<file path="config.mk">
export PLATFORM = sky130hd
export DESIGN_NAME = frame_catch_pack
export DESIGN_NICKNAME = d
export VERILOG_FILES = /design/src/rtl/frame_catch_pack.sv
export SDC_FILE = /design/constraint.sdc
export NUM_CORES = 1
export LEC_CHECK = 0
export CAP_MARGIN = 15
export CORE_ASPECT_RATIO = 1.75
export CORE_MARGIN = 2
export CORE_UTILIZATION = 40
export DETAILED_ROUTE_END_ITERATION = 7
export HOLD_SLACK_MARGIN = 0.05
export PLACE_DENSITY_LB_ADDON = 0.05
export SLEW_MARGIN = 0
export SYNTH_ARGS = -nofsm -noshare
export SYNTH_HDL_FRONTEND = slang
export SYNTH_SLANG_ARGS = --single-unit
</file>
<file path="constraint.sdc">
create_clock -name CLK -period 3.4 [get_ports CLK]
set_input_delay 0.68 -clock CLK [delete_from_list [all_inputs] [get_ports CLK]]
set_output_delay 0.68 -clock CLK [all_outputs]
set_load 0.1 [all_outputs]
</file>
<file path="src/rtl/frame_catch_pack.sv">
// frame_catch_pack
// Hunts SOF,SOF / KIND / LEN / payload / EOF,EOF frames on a W_IN-bit word
// stream, skips K-char idles, checks LEN and the EOF pair, and packs every
// frame word into PACK-lane beats presented on a valid/ready output register.
module frame_catch_pack #(
  parameter int              W_IN     = 16,
  parameter int              PACK     = 4,
  parameter logic [W_IN-1:0] SOF_WORD = 16'hA0AA,
  parameter logic [W_IN-1:0] EOF_WORD = 16'hAAAA,
  parameter logic [W_IN-1:0] PAD_WORD = 16'h0000,
  parameter int              MAX_LEN  = 4096,
  parameter int              CNT_W    = 16
) (
  input  logic                 CLK,
  input  logic                 RST,
  input  logic [W_IN-1:0]      Data_in,
  input  logic                 Char_in,
  output logic [W_IN*PACK-1:0] Data_Out,
  output logic                 Valid_Out,
  input  logic                 Ready_In,
  output logic                 Last_Out,
  output logic                 Err_Out,
  output logic                 Abort_Out,
  output logic [CNT_W-1:0]     Frm_Cnt,
  output logic [CNT_W-1:0]     Err_Cnt,
  output logic [CNT_W-1:0]     Drop_Cnt
);

  localparam int               IDX_W     = $clog2(PACK);
  localparam logic [IDX_W-1:0] LAST_LANE = IDX_W'(PACK - 1);
  localparam logic [31:0]      MAX_LEN_W = 32'(MAX_LEN);

  typedef enum logic [2:0] {
    S_HUNT,
    S_SOF2,
    S_KIND,
    S_LEN,
    S_PAY,
    S_EOF1,
    S_EOF2
  } state_t;

  // Frame parser state
  state_t            state_q, state_d;
  logic [IDX_W-1:0]  lane_idx_q, lane_idx_d;
  logic [W_IN-1:0]   remain_q, remain_d;
  logic              eof_err_q, eof_err_d;

  // Output beat register and status
  logic                 valid_q, valid_d;
  logic [W_IN*PACK-1:0] data_q, data_d;
  logic                 last_q, last_d;
  logic                 err_q, err_d;
  logic                 abort_q, abort_d;
  logic [CNT_W-1:0]     frm_cnt_q, frm_cnt_d;
  logic [CNT_W-1:0]     err_cnt_q, err_cnt_d;
  logic [CNT_W-1:0]     drop_cnt_q, drop_cnt_d;

  // Per-cycle decode results
  logic                 accept;        // current word belongs to the frame
  logic                 beat_done;     // current word closes a beat
  logic                 beat_last;     // closing word is EOF2
  logic                 beat_err;      // EOF pair check failed
  logic                 abort_req;     // LEN out of range
  logic                 drop_partial;  // second SOF missing: forget first SOF
  logic                 overflow;      // beat completes with no room to hold it
  logic                 abort_now;
  logic                 load_beat;
  logic                 clear_lanes;
  logic                 len_too_big;
  logic [W_IN*PACK-1:0] beat_data;

  assign len_too_big = 32'(Data_in) > MAX_LEN_W;

  // Frame parsing, beat completion, abort decisions and next output state
  always_comb begin
    state_d      = state_q;
    lane_idx_d   = lane_idx_q;
    remain_d     = remain_q;
    eof_err_d    = eof_err_q;
    accept       = 1'b0;
    beat_done    = 1'b0;
    beat_last    = 1'b0;
    beat_err     = 1'b0;
    abort_req    = 1'b0;
    drop_partial = 1'b0;

    case (state_q)
      S_HUNT: begin
        // SOF detection deliberately ignores Char_in.
        if (Data_in == SOF_WORD) begin
          accept  = 1'b1;
          state_d = S_SOF2;
        end
      end
      S_SOF2: begin
        if (!Char_in) begin
          if (Data_in == SOF_WORD) begin
            accept  = 1'b1;
            state_d = S_KIND;
          end else begin
            drop_partial = 1'b1;
            state_d      = S_HUNT;
          end
        end
      end
      S_KIND: begin
        if (!Char_in) begin
          accept  = 1'b1;
          state_d = S_LEN;
        end
      end
      S_LEN: begin
        if (!Char_in) begin
          accept   = 1'b1;
          remain_d = Data_in;
          if (len_too_big) begin
            abort_req = 1'b1;
          end else if (Data_in == '0) begin
            state_d = S_EOF1;
          end else begin
            state_d = S_PAY;
          end
        end
      end
      S_PAY: begin
        if (!Char_in) begin
          accept   = 1'b1;
          remain_d = remain_q - W_IN'(1);
          if (remain_q == W_IN'(1)) begin
            state_d = S_EOF1;
          end
        end
      end
      S_EOF1: begin
        if (!Char_in) begin
          accept    = 1'b1;
          eof_err_d = (Data_in != EOF_WORD);
          state_d   = S_EOF2;
        end
      end
      S_EOF2: begin
        if (!Char_in) begin
          accept    = 1'b1;
          beat_last = 1'b1;
          beat_err  = eof_err_q | (Data_in != EOF_WORD);
          state_d   = S_HUNT;
        end
      end
      default: begin
        state_d = S_HUNT;
      end
    endcase

    if (accept) begin
      beat_done  = beat_last | (lane_idx_q == LAST_LANE);
      lane_idx_d = beat_done ? '0 : lane_idx_q + IDX_W'(1);
    end
    if (drop_partial) begin
      lane_idx_d = '0;
    end

    // The held beat can only be replaced if it is empty or leaving now.
    overflow  = beat_done & valid_q & ~Ready_In;
    abort_now = abort_req | overflow;
    if (abort_now) begin
      state_d    = S_HUNT;
      lane_idx_d = '0;
    end

    load_beat   = beat_done & ~abort_now;
    clear_lanes = beat_done | abort_now | drop_partial;

    valid_d = valid_q;
    data_d  = data_q;
    last_d  = last_q;
    err_d   = err_q;
    if (valid_q && Ready_In) begin
      valid_d = 1'b0;
    end
    if (load_beat) begin
      valid_d = 1'b1;
      data_d  = beat_data;
      last_d  = beat_last;
      err_d   = beat_err;
    end

    abort_d    = abort_now;
    frm_cnt_d  = frm_cnt_q + CNT_W'(load_beat & beat_last);
    err_cnt_d  = err_cnt_q + CNT_W'(load_beat & beat_last & beat_err);
    drop_cnt_d = drop_cnt_q + CNT_W'(abort_now);
  end

  // Lane storage: earlier lanes come from the partial buffer, the current
  // word drops straight into its lane, and lanes after it are padding
  // (only reachable on the EOF2 beat).
  genvar gi;
  generate
    for (gi = 0; gi < PACK; gi++) begin : g_lane
      logic [W_IN-1:0] lane_q, lane_d;

      assign beat_data[gi*W_IN +: W_IN] =
        (IDX_W'(gi) <  lane_idx_q) ? lane_q  :
        (IDX_W'(gi) == lane_idx_q) ? Data_in : PAD_WORD;

      // Capture the accepted word into its lane; empty on beat close or abort
      always_comb begin
        lane_d = lane_q;
        if (clear_lanes) begin
          lane_d = '0;
        end else if (accept && (lane_idx_q == IDX_W'(gi))) begin
          lane_d = Data_in;
        end
      end

      // Lane register
      always_ff @(posedge CLK) begin
        if (RST) begin
          lane_q <= '0;
        end else begin
          lane_q <= lane_d;
        end
      end
    end
  endgenerate

  // Parser state, output beat register and status counters
  always_ff @(posedge CLK) begin
    if (RST) begin
      state_q    <= S_HUNT;
      lane_idx_q <= '0;
      remain_q   <= '0;
      eof_err_q  <= 1'b0;
      valid_q    <= 1'b0;
      data_q     <= '0;
      last_q     <= 1'b0;
      err_q      <= 1'b0;
      abort_q    <= 1'b0;
      frm_cnt_q  <= '0;
      err_cnt_q  <= '0;
      drop_cnt_q <= '0;
    end else begin
      state_q    <= state_d;
      lane_idx_q <= lane_idx_d;
      remain_q   <= remain_d;
      eof_err_q  <= eof_err_d;
      valid_q    <= valid_d;
      data_q     <= data_d;
      last_q     <= last_d;
      err_q      <= err_d;
      abort_q    <= abort_d;
      frm_cnt_q  <= frm_cnt_d;
      err_cnt_q  <= err_cnt_d;
      drop_cnt_q <= drop_cnt_d;
    end
  end

  assign Data_Out  = data_q;
  assign Valid_Out = valid_q;
  assign Last_Out  = last_q;
  assign Err_Out   = err_q;
  assign Abort_Out = abort_q;
  assign Frm_Cnt   = frm_cnt_q;
  assign Err_Cnt   = err_cnt_q;
  assign Drop_Cnt  = drop_cnt_q;

endmodule

</file>
# ---- Word-level counts from Yosys, hierarchy flattened
# Cells that the tools add are included.
dict set report word_totals {
  regBits 202
  in_bits 20
  out_inout_bits 116
  wordCells 120
}
dict set report op_classes {
  addsub 5
  magnitude_cmp 5
  eq_ne 24
  muxes 40
  bitwise_logic 13
  reduce_logical 17
}
# operator n
set op_table {}
lappend op_table {{$mux 16} 10}
lappend op_table {{$add 16x1->16} 2}
lappend op_table {{$pmux 16 s2} 1}
lappend op_table {{$mux 3} 9}
lappend op_table {{$pmux 3 s7} 1}
lappend op_table {{$ne 2x2->1 const B} 9}
lappend op_table {{$add 16x16->16} 1}
lappend op_table {{$eq 16x1->1 const B} 1}
lappend op_table {{$eq 16x16->1 const B} 1}
lappend op_table {{$gt 16x13->1 const B} 1}
lappend op_table {{$logic_not 16->1} 1}
lappend op_table {{$mux 1} 16}
lappend op_table {{$ne 16x16->1 const B} 1}
lappend op_table {{$sub 16x1->16 const B} 1}
lappend op_table {{$eq 3x3->1 const B} 3}
lappend op_table {{$reduce_and 9->1} 1}
lappend op_table {{$eq 3x2->1 const B} 2}
lappend op_table {{$and 1x1->1} 5}
lappend op_table {{$logic_and 1x1->1} 5}
lappend op_table {{$or 1x1->1} 5}
lappend op_table {{$reduce_or 5->1} 1}
lappend op_table {{$eq 2x2->1 const A} 2}
lappend op_table {{$eq 2x2->1 const B} 2}
lappend op_table {{$lt 1x2->1 const A} 2}
lappend op_table {{other kinds (15)} 21}

# ---- Longest topological paths before layout
# Gate-level depths: netlist (run 1).
dict set report depth {
  ltp_word 13
  mapped_depth 14
  depth_no_buf 13
}

# ---- Least setup slack after synthesis (run 1)
# Ideal clock, no wire load.
dict set report synth_timing {
  path_kind {input to register}
  start {input port Data_in[2]}
  end {register drop_cnt_q[11] (netlist: Drop_Cnt[11])}
  setup_time_ns 0.067
  arrival_ns 3.229
  required_ns 3.333
  setup_slack_ns 0.104
  path_stages 12
  n_path_buf 1
  path_cell_list {buf_4 nor4_4 and3b_1 a41oi_1 nor3_1 or2_2 ha_1 nand3_1 nor3_1 nand3_1 xor2_1 nor2_1}
}
dict set report synth_between {
  elab_chain_cells 9
  word_cells_on_any_way 13
  classes_between {add/sub: 1; order compare: 1; eq/ne: 1; mux: 7; bitwise: 3}
}
# item line_no
set synth_lines {}
lappend synth_lines {{start, declared} 16} ;# input logic [W_IN-1:0] Data_in,
lappend synth_lines {{$eq 16x16->1} {91, 98}}
lappend synth_lines {{$mux 1} {91, 98}}
lappend synth_lines {{$mux 1} 97} ;# if (!Char_in) begin
lappend synth_lines {{$pmux 1 s3} 88} ;# case (state_q)
lappend synth_lines {{$mux 1} 155} ;# if (accept) begin
lappend synth_lines {{$and 1x1->1 (2 in a row)} 164} ;# overflow = beat_done & valid_q & ~Ready_In;
lappend synth_lines {{$or 1x1->1 *} 165} ;# abort_now = abort_req | overflow;
lappend synth_lines {{named net abort_d} 54} ;# logic abort_q, abort_d;
lappend synth_lines {{$add 16x1->16 *} 191} ;# drop_cnt_d = drop_cnt_q + CNT_W'(abort_now);
lappend synth_lines {{end signal, assigned} 254} ;# drop_cnt_q <= drop_cnt_d;
lappend synth_lines {{end, declared} 57} ;# logic [CNT_W-1:0] drop_cnt_q, drop_cnt_d;
# The timed path passes the listed nets; every way through them passes the cells marked *.
# A chain may end at the register's enable or synchronous reset.

# ---- Worst setup path after layout (run 1)
dict set report layout_timing {
  start {input port Data_in[3]}
  end {register drop_cnt_q[10] (netlist: Drop_Cnt[10])}
}
# Same word-level chain as after synthesis.

==> results of run 1 <==
[synthesized netlist by cell type, drive strengths merged (5+ instances only)]
cell	instances
xor2	16
nand3	84
nand4	30
nor3	24
clkbuf	66
dfxtp	186
o21ai	73
buf	49
nand2	68
o31ai	19
or3	13
a21oi	63
a31oi	51
and4	6
a311oi	16
nor2b	10
a211oi	83
inv	16
and3	5
a2111oi	5
mux2i	17
xnor2	18
ha	15
nor4	15
a21o	6
nor2	78
[where the power goes]
group | switching [mW] | internal, mW
clock | 0.872 | 1.23
sequential | 0.0000812 | 2.18
combinational | 0.116 | 0.0569
[through the flow]
stage | worst slack (ps) | cell area, um2 | hold slack, ps | std cells
4_1_cts | 155 | 11300 | 476 | 1497
5_1_grt | 49.3 | 11300 | 481 | 1497
3_3_place_gp | -224 | 10600 | 454 | 1466
6_report | 178 | 11300 | 470 | 1497
2_1_floorplan | 104 | 8990 | 449 | 1078
3_5_place_dp | -291 | 10600 | 465 | 1466
[sequential cells by signal, summed over array words and instances, names as in the netlist]
register       cells
eof_err_q          1
Abort_Out          1
Data_Out          64
Drop_Cnt          16
Err_Cnt           16
Last_Out           1
Frm_Cnt           16
Valid_Out          1
g_lane.lane_q     48
lane_idx_q         2
state_q            3
remain_q          16
Err_Out            1
[worst paths after layout]
check,end,cells after the start,slack (ps)
setup / recovery,Drop_Cnt[10]$_SDFF_PP0_,14,180
hold / removal,Data_Out[50]$_SDFFE_PP0P_,2,470
setup reg to reg,Data_Out[17]$_SDFFE_PP0P_,6,650
hold reg to reg,Data_Out[50]$_SDFFE_PP0P_,2,470
[logic make-up after synthesis]
| family | count (synthesis) | synth area share |
|---|---|---|
| simple gates | 354 | 0.200 |
| xor+xnor | 34 | 0.0331 |
| flops | 186 | 0.414 |
| buf+inv | 132 | 0.0626 |
| compound gates | 340 | 0.251 |
| fa+ha+maj | 15 | 0.0209 |
| mux | 17 | 0.0189 |
[routing by layer]
metal	part of all wire	GRT usage	vias up
met2	0.52	0.448	288
met1	0.39	0.288	4214
li1	-	-	4232
met5	0	0	-
met4	0.044	0.124	0
met3	0.048	0.0381	66
[cell usage in the layout (no fill, tap or decap), types with 13 or more instances in the layout]
master	netlist	final
a211oi_1	83	83
a21oi_1	63	63
a311oi_1	16	16
a31oi_1	51	50
buf_4	4	169
clkbuf_16	0	17
clkdlybuf4s50_1	0	29
dfxtp_1	186	186
ha_1	15	15
inv_1	16	16
mux2i_1	17	17
nand2_1	68	68
nand3_1	84	84
nand4_1	30	30
nor2_1	78	78
nor3_1	23	22
o21ai_0	72	72
o31ai_1	18	18
or3_1	13	13
xnor2_1	18	18
xor2_1	16	16
[critical path: stages]
cell             delay [ps]
clkdlybuf4s50_1         430
nor4_1                  510
buf_4                   200
and4_2                  230
or3_1                   130
o22ai_1                  90
or2_2                   310
ha_1                    200
ha_1                    190
nand2_1                  90
nor2_1                   70
and4_1                  210
xnor2_1                 130
nor2_1                   50
[layout make-up]
cell class | instances | area, um2 | share of cell area
Multi-Input combinational cell | 760 | 4750 | 0.421
Inverter | 17 | 63.8 | 0.00566
Tap cell | 296 | 370 | 0.0329
Sequential cell | 186 | 3720 | 0.331
Clock buffer | 21 | 480 | 0.0426
Clock inverter | 10 | 141 | 0.0126
Timing Repair Buffer | 207 | 1740 | 0.154
==> impl_metrics.csv, run 1 <==
group,metric,value,unit
synth,yosys-top-cells-area,"dfxtp_1 41%, a211oi_1 6.9%, nand3_1 4.7%",
sta,fin_tns_setup,0,ps
setup_path,crit_fanout,3,
floorplanning,initial_core_util,0.408,
synth,ys_seq_area_frac,0.414,
routing,firstDrtPassIters,5,
floorplanning,placementRows,72,
sta,fmax,310,MHz
floorplanning,die_area,23700,um2
final_layout,drive_above_1_share,0.192,
synth,synth_area,8990,um2
synth,syn_inst,1078,
synth,synth.ff_latch_count,186,
sta,clock_skew,10.8,ps
setup_path,end_kind,"flip-flop",
final_layout,post-route-util,0.510,
synth,synth_edf_count,0,
sta,min_period_over_period,0.948,
hold_path,hold_start,"Data_Out[50]$_SDFFE_PP0P_",
global_routing,grt_pass1_wl,47300,um
synth,synth_flop_cell,"dfxtp_1",
sta,worst_pin_slew,1130,ps
routing,wire_per_inst,19.9,um
sta,fin_crit,3220,ps
clock_network,root_buffer,"clkbuf_16",
pwr,peakVddDrop,301,uV
synth,yosysTopAreaCell,"dfxtp_1",
setup_path,startpoint,"Data_in[3]",
clock_network,cts_buffer_depth,2,
setup_path,reg2reg_from,"state_q[0]$_SDFFE_PP0P_",
setup_path,crit_arrival,3530,ps
routing,via_per_inst,5.88,
floorplanning,boundaryPins,136,
clock_network,clk_latency,440,ps
clock_network,post_cts_buffers,0,
clock_network,cts_buffers,17,
outcome,status,"complete, no violations",
pwr,power_density,395,nW/um2
final_layout,areaGrowthSynthToFinish,25.2,%
pwr,power,4.45,mW
routing,remaining_drc_errors,0,
clock_network,cts_tree,"yes",
clock_network,cts.sinks,186,
final_layout,nets,1224,
setup_path,start_kind,"primary input",
global_routing,grt_max_degree,105,
routing,wirelength,29700,um
sta,max_slew_margin,0.245,
global_routing,grt_pass1_vias,8596,
floorplanning,chipWidth,117,um
clock_network,htreeDepth,4,
pwr,p_leak,4.00,nW
global_routing,grt_antenna_before_repair,0,
final_layout,n_fill_cell,2152,
sta,rsz0062_at_grt,"no",
routing,drtIter0Drc,502,
place,io_buffers,135,
synth,synth-warning-count,0,
synth,async_reset_ff_frac,0,
routing,num_vias,8800,
global_routing,gr-total-overflow,0,
final_layout,num_antenna_cells,0,
synth,synthDistinctLibCells,68,
sta,drv_slew,0,
clock_network,cts_resized,0,
synth,syn_avg_cell_area,8.34,um2
setup_path,crit_required,3710,ps
clock_network,holdBufCountCts,0,
routing,antenna_left,0,
global_routing,grtUsageTotal,0.250,
run,drv_cap,0,
synth,yosys.area.top_type_share,0.414,
floorplanning,core-area,22100,um2
clock_network,path_clk_slew,60,ps
place,dp_hpwl,19800,um
sta,finalSetupViolCount,0,
place,place_congestion,0.873,
hold_path,hold_class,"flip-flop to flip-flop",
synth,synth_nets,1113,
floorplanning,die_h,202,um
setup_path,critPathKind,"primary input to flip-flop",
sta,hold_viol,0,
(Power assumes the default switching activity.)
==> run 2: changes to the inputs <==
==> constraint.sdc (replaced) <==
create_clock -name CLK -period 2.9 [get_ports CLK]
set_input_delay 0.58 -clock CLK [delete_from_list [all_inputs] [get_ports CLK]]
set_output_delay 0.58 -clock CLK [all_outputs]
set_load 0.1 [all_outputs]
==> run 2 against run 1 <==
  * Combinational power increased by 23%
  * Core utilization increased by 1.2 points
  * Die area unchanged
  * Flip-flop and latch count unchanged
  * Via count increased by 0.16%
  * Sequential share of layout area decreased by 0.76 points
  * Count of clock-buffer cells in the layout decreased by 2
  * Hold slack improved by 1.9 ps
  * Global-route usage about the same
  * Critical path type unchanged
  * Critical endpoint unchanged
==> impl_metrics.csv, run 2 (synthesis gave the netlist of run 1 again) <==
group,metric,value,unit
sta,drv_slew,0,
routing,remaining_drc_errors,0,
setup_path,crit_required,3210,ps
clock_network,root_buffer,"clkbuf_16",
sta,clock_skew,11.1,ps
final_layout,num_antenna_cells,0,
routing,wirelength,30000,um
clock_network,holdBufCountCts,0,
final_layout,n_fill_cell,2164,
clock_network,cts.sinks,186,
setup_path,crit_arrival,3090,ps
sta,fin_tns_setup,0,ps
clock_network,cts_tree,"yes",
place,io_buffers,135,
global_routing,grt_antenna_before_repair,0,
place,dpl_cell_area,10900,um2
global_routing,grt_pass1_vias,8638,
sta,max_slew_margin,0.529,
final_layout,final_common_cell,"buf_4",
clock_network,path_clk_slew,70,ps
setup_path,reg2reg_from,"state_q[1]$_SDFFE_PP0P_",
setup_path,crit_chain,"clkdlybuf4s50_1 > nor4_4 > and4_4 > or3_4 > o22ai_4 > or2_4 > ha_4 > ha_4 > nand2_2 > nor2_4 > and4_1 > xnor2_1 > nor2_1",
final_layout,largest_register_ffs,64,
final_layout,areaGrowthSynthToFinish,28.2,%
final_layout,post-route-util,0.523,
floorplanning,initial_core_util,0.408,
setup_path,cpMaxStageDelayCell,"clkdlybuf4s50_1",
clock_network,cts_buffers,17,
setup_path,r2r_slack,280,ps
hold_path,hold_class,"flip-flop to flip-flop",
setup_path,start_kind,"primary input",
clock_network,cts_buffer_depth,2,
setup_path,crit_fanout,3,
final_layout,final_cell_mix,"199 x buf_4, 185 x dfxtp_1, 83 x a211oi_1, 83 x nand3_1, 77 x nor2_1",
final_layout,fin_area,11500,um2
place,place_congestion,0.860,
sta,hold_viol,0,
sta,fmax,359,MHz
setup_path,critPathKind,"primary input to flip-flop",
place,dp_hpwl,20400,um
final_layout,nets,1245,
clock_network,htreeDepth,4,
clock_network,clk_latency,450,ps
floorplanning,die_h,202,um
routing,drtIter0Drc,458,
floorplanning,chipWidth,117,um
routing,via_per_inst,5.80,
global_routing,grt_max_degree,136,
floorplanning,die_area,23700,um2
sta,fin_crit,2780,ps
outcome,status,"complete, no violations",
global_routing,grt_pass1_wl,47400,um
routing,wire_per_inst,19.7,um
setup_path,cp.buffers_inverters,1,
sta,worst_pin_slew,707,ps
routing,firstDrtPassIters,5,
setup_path,critical_path.max_stage_delay,540,ps
final_layout,drive_above_1_share,0.223,
run,drv_cap,0,
setup_path,end_kind,"flip-flop",
routing,antenna_left,0,
floorplanning,placementRows,72,
hold_path,hold_start,"Data_Out[49]$_SDFFE_PP0P_",
routing,num_vias,8814,
setup_path,cp_common_cell,"ha_4",
global_routing,gr-total-overflow,0,
setup_path,critPathTopFamily,"simple AND/OR/NAND/NOR gates",
pwr,peakVddDrop,406,uV
sta,min_period_over_period,0.960,
pwr,power_density,450,nW/um2
floorplanning,boundaryPins,136,
setup_path,startpoint,"Data_in[11]",
pwr,p_leak,4.14,nW
floorplanning,core-area,22100,um2
sta,finalSetupViolCount,0,
global_routing,grtUsageTotal,0.250,
run 2: layer usage:
metal / GRT usage / vias up / wire, um
met4: 0.120 / 0 / 1190
met3: 0.0440 / 66 / 1320
li1: - / 4265 / -
met2: 0.446 / 246 / 15700
met5: 0 / - / 0
met1: 0.287 / 4237 / 11700
run 2: metrics by stage:
stage / hold slack, ps / power, mW / worst slack, ps / std cells
6_report: 472 / 5.19 / 116 / 1519
5_1_grt: 495 / 5.34 / -26.6 / 1519
4_1_cts: 475 / 5.24 / 71.4 / 1518
3_5_place_dp: 465 / 2.82 / -401 / 1486
3_3_place_gp: 452 / 2.82 / -341 / 1486
2_1_floorplan: 449 / 2.71 / 8.27 / 1078
run 2: worst min-delay path, stage by stage, from the launching register on:
cell and delay [ps]:
dfxtp_1 310, o31ai_1 60, a21oi_1 60
run 2: worst paths after layout:
kind	endpoint	cells past startpoint
hold reg to reg	Data_Out[49]$_SDFFE_PP0P_	2
setup / recovery	Drop_Cnt[10]$_SDFF_PP0_	13
hold / removal	Data_Out[49]$_SDFFE_PP0P_	2
setup reg to reg	Drop_Cnt[10]$_SDFF_PP0_	13
run 2: timing repair:
| item | 4_1_cts | 5_1_grt |
|---|---|---|
| setup endpoints to repair | 0 | 4 |
| setup buffers | 0 | 1 |
| resized for setup | 0 | 4 |
run 2: power breakdown:
part           internal (mW)  total (mW)  switching (mW)
Sequential              2.55        2.55       0.0000334
Combinational         0.0726       0.213           0.140
Clock                   1.36        2.42            1.06
run 2: final cells by class:
type | instances | area [um2] | area share
well taps | 296 | 370 | 0.0321
clock inverters | 13 | 169 | 0.0146
clock buffers | 19 | 433 | 0.0375
inverters | 17 | 63.8 | 0.00553
flip-flops and latches | 186 | 3720 | 0.323
repair buffers | 228 | 1900 | 0.165
multi-input cells | 760 | 4870 | 0.423
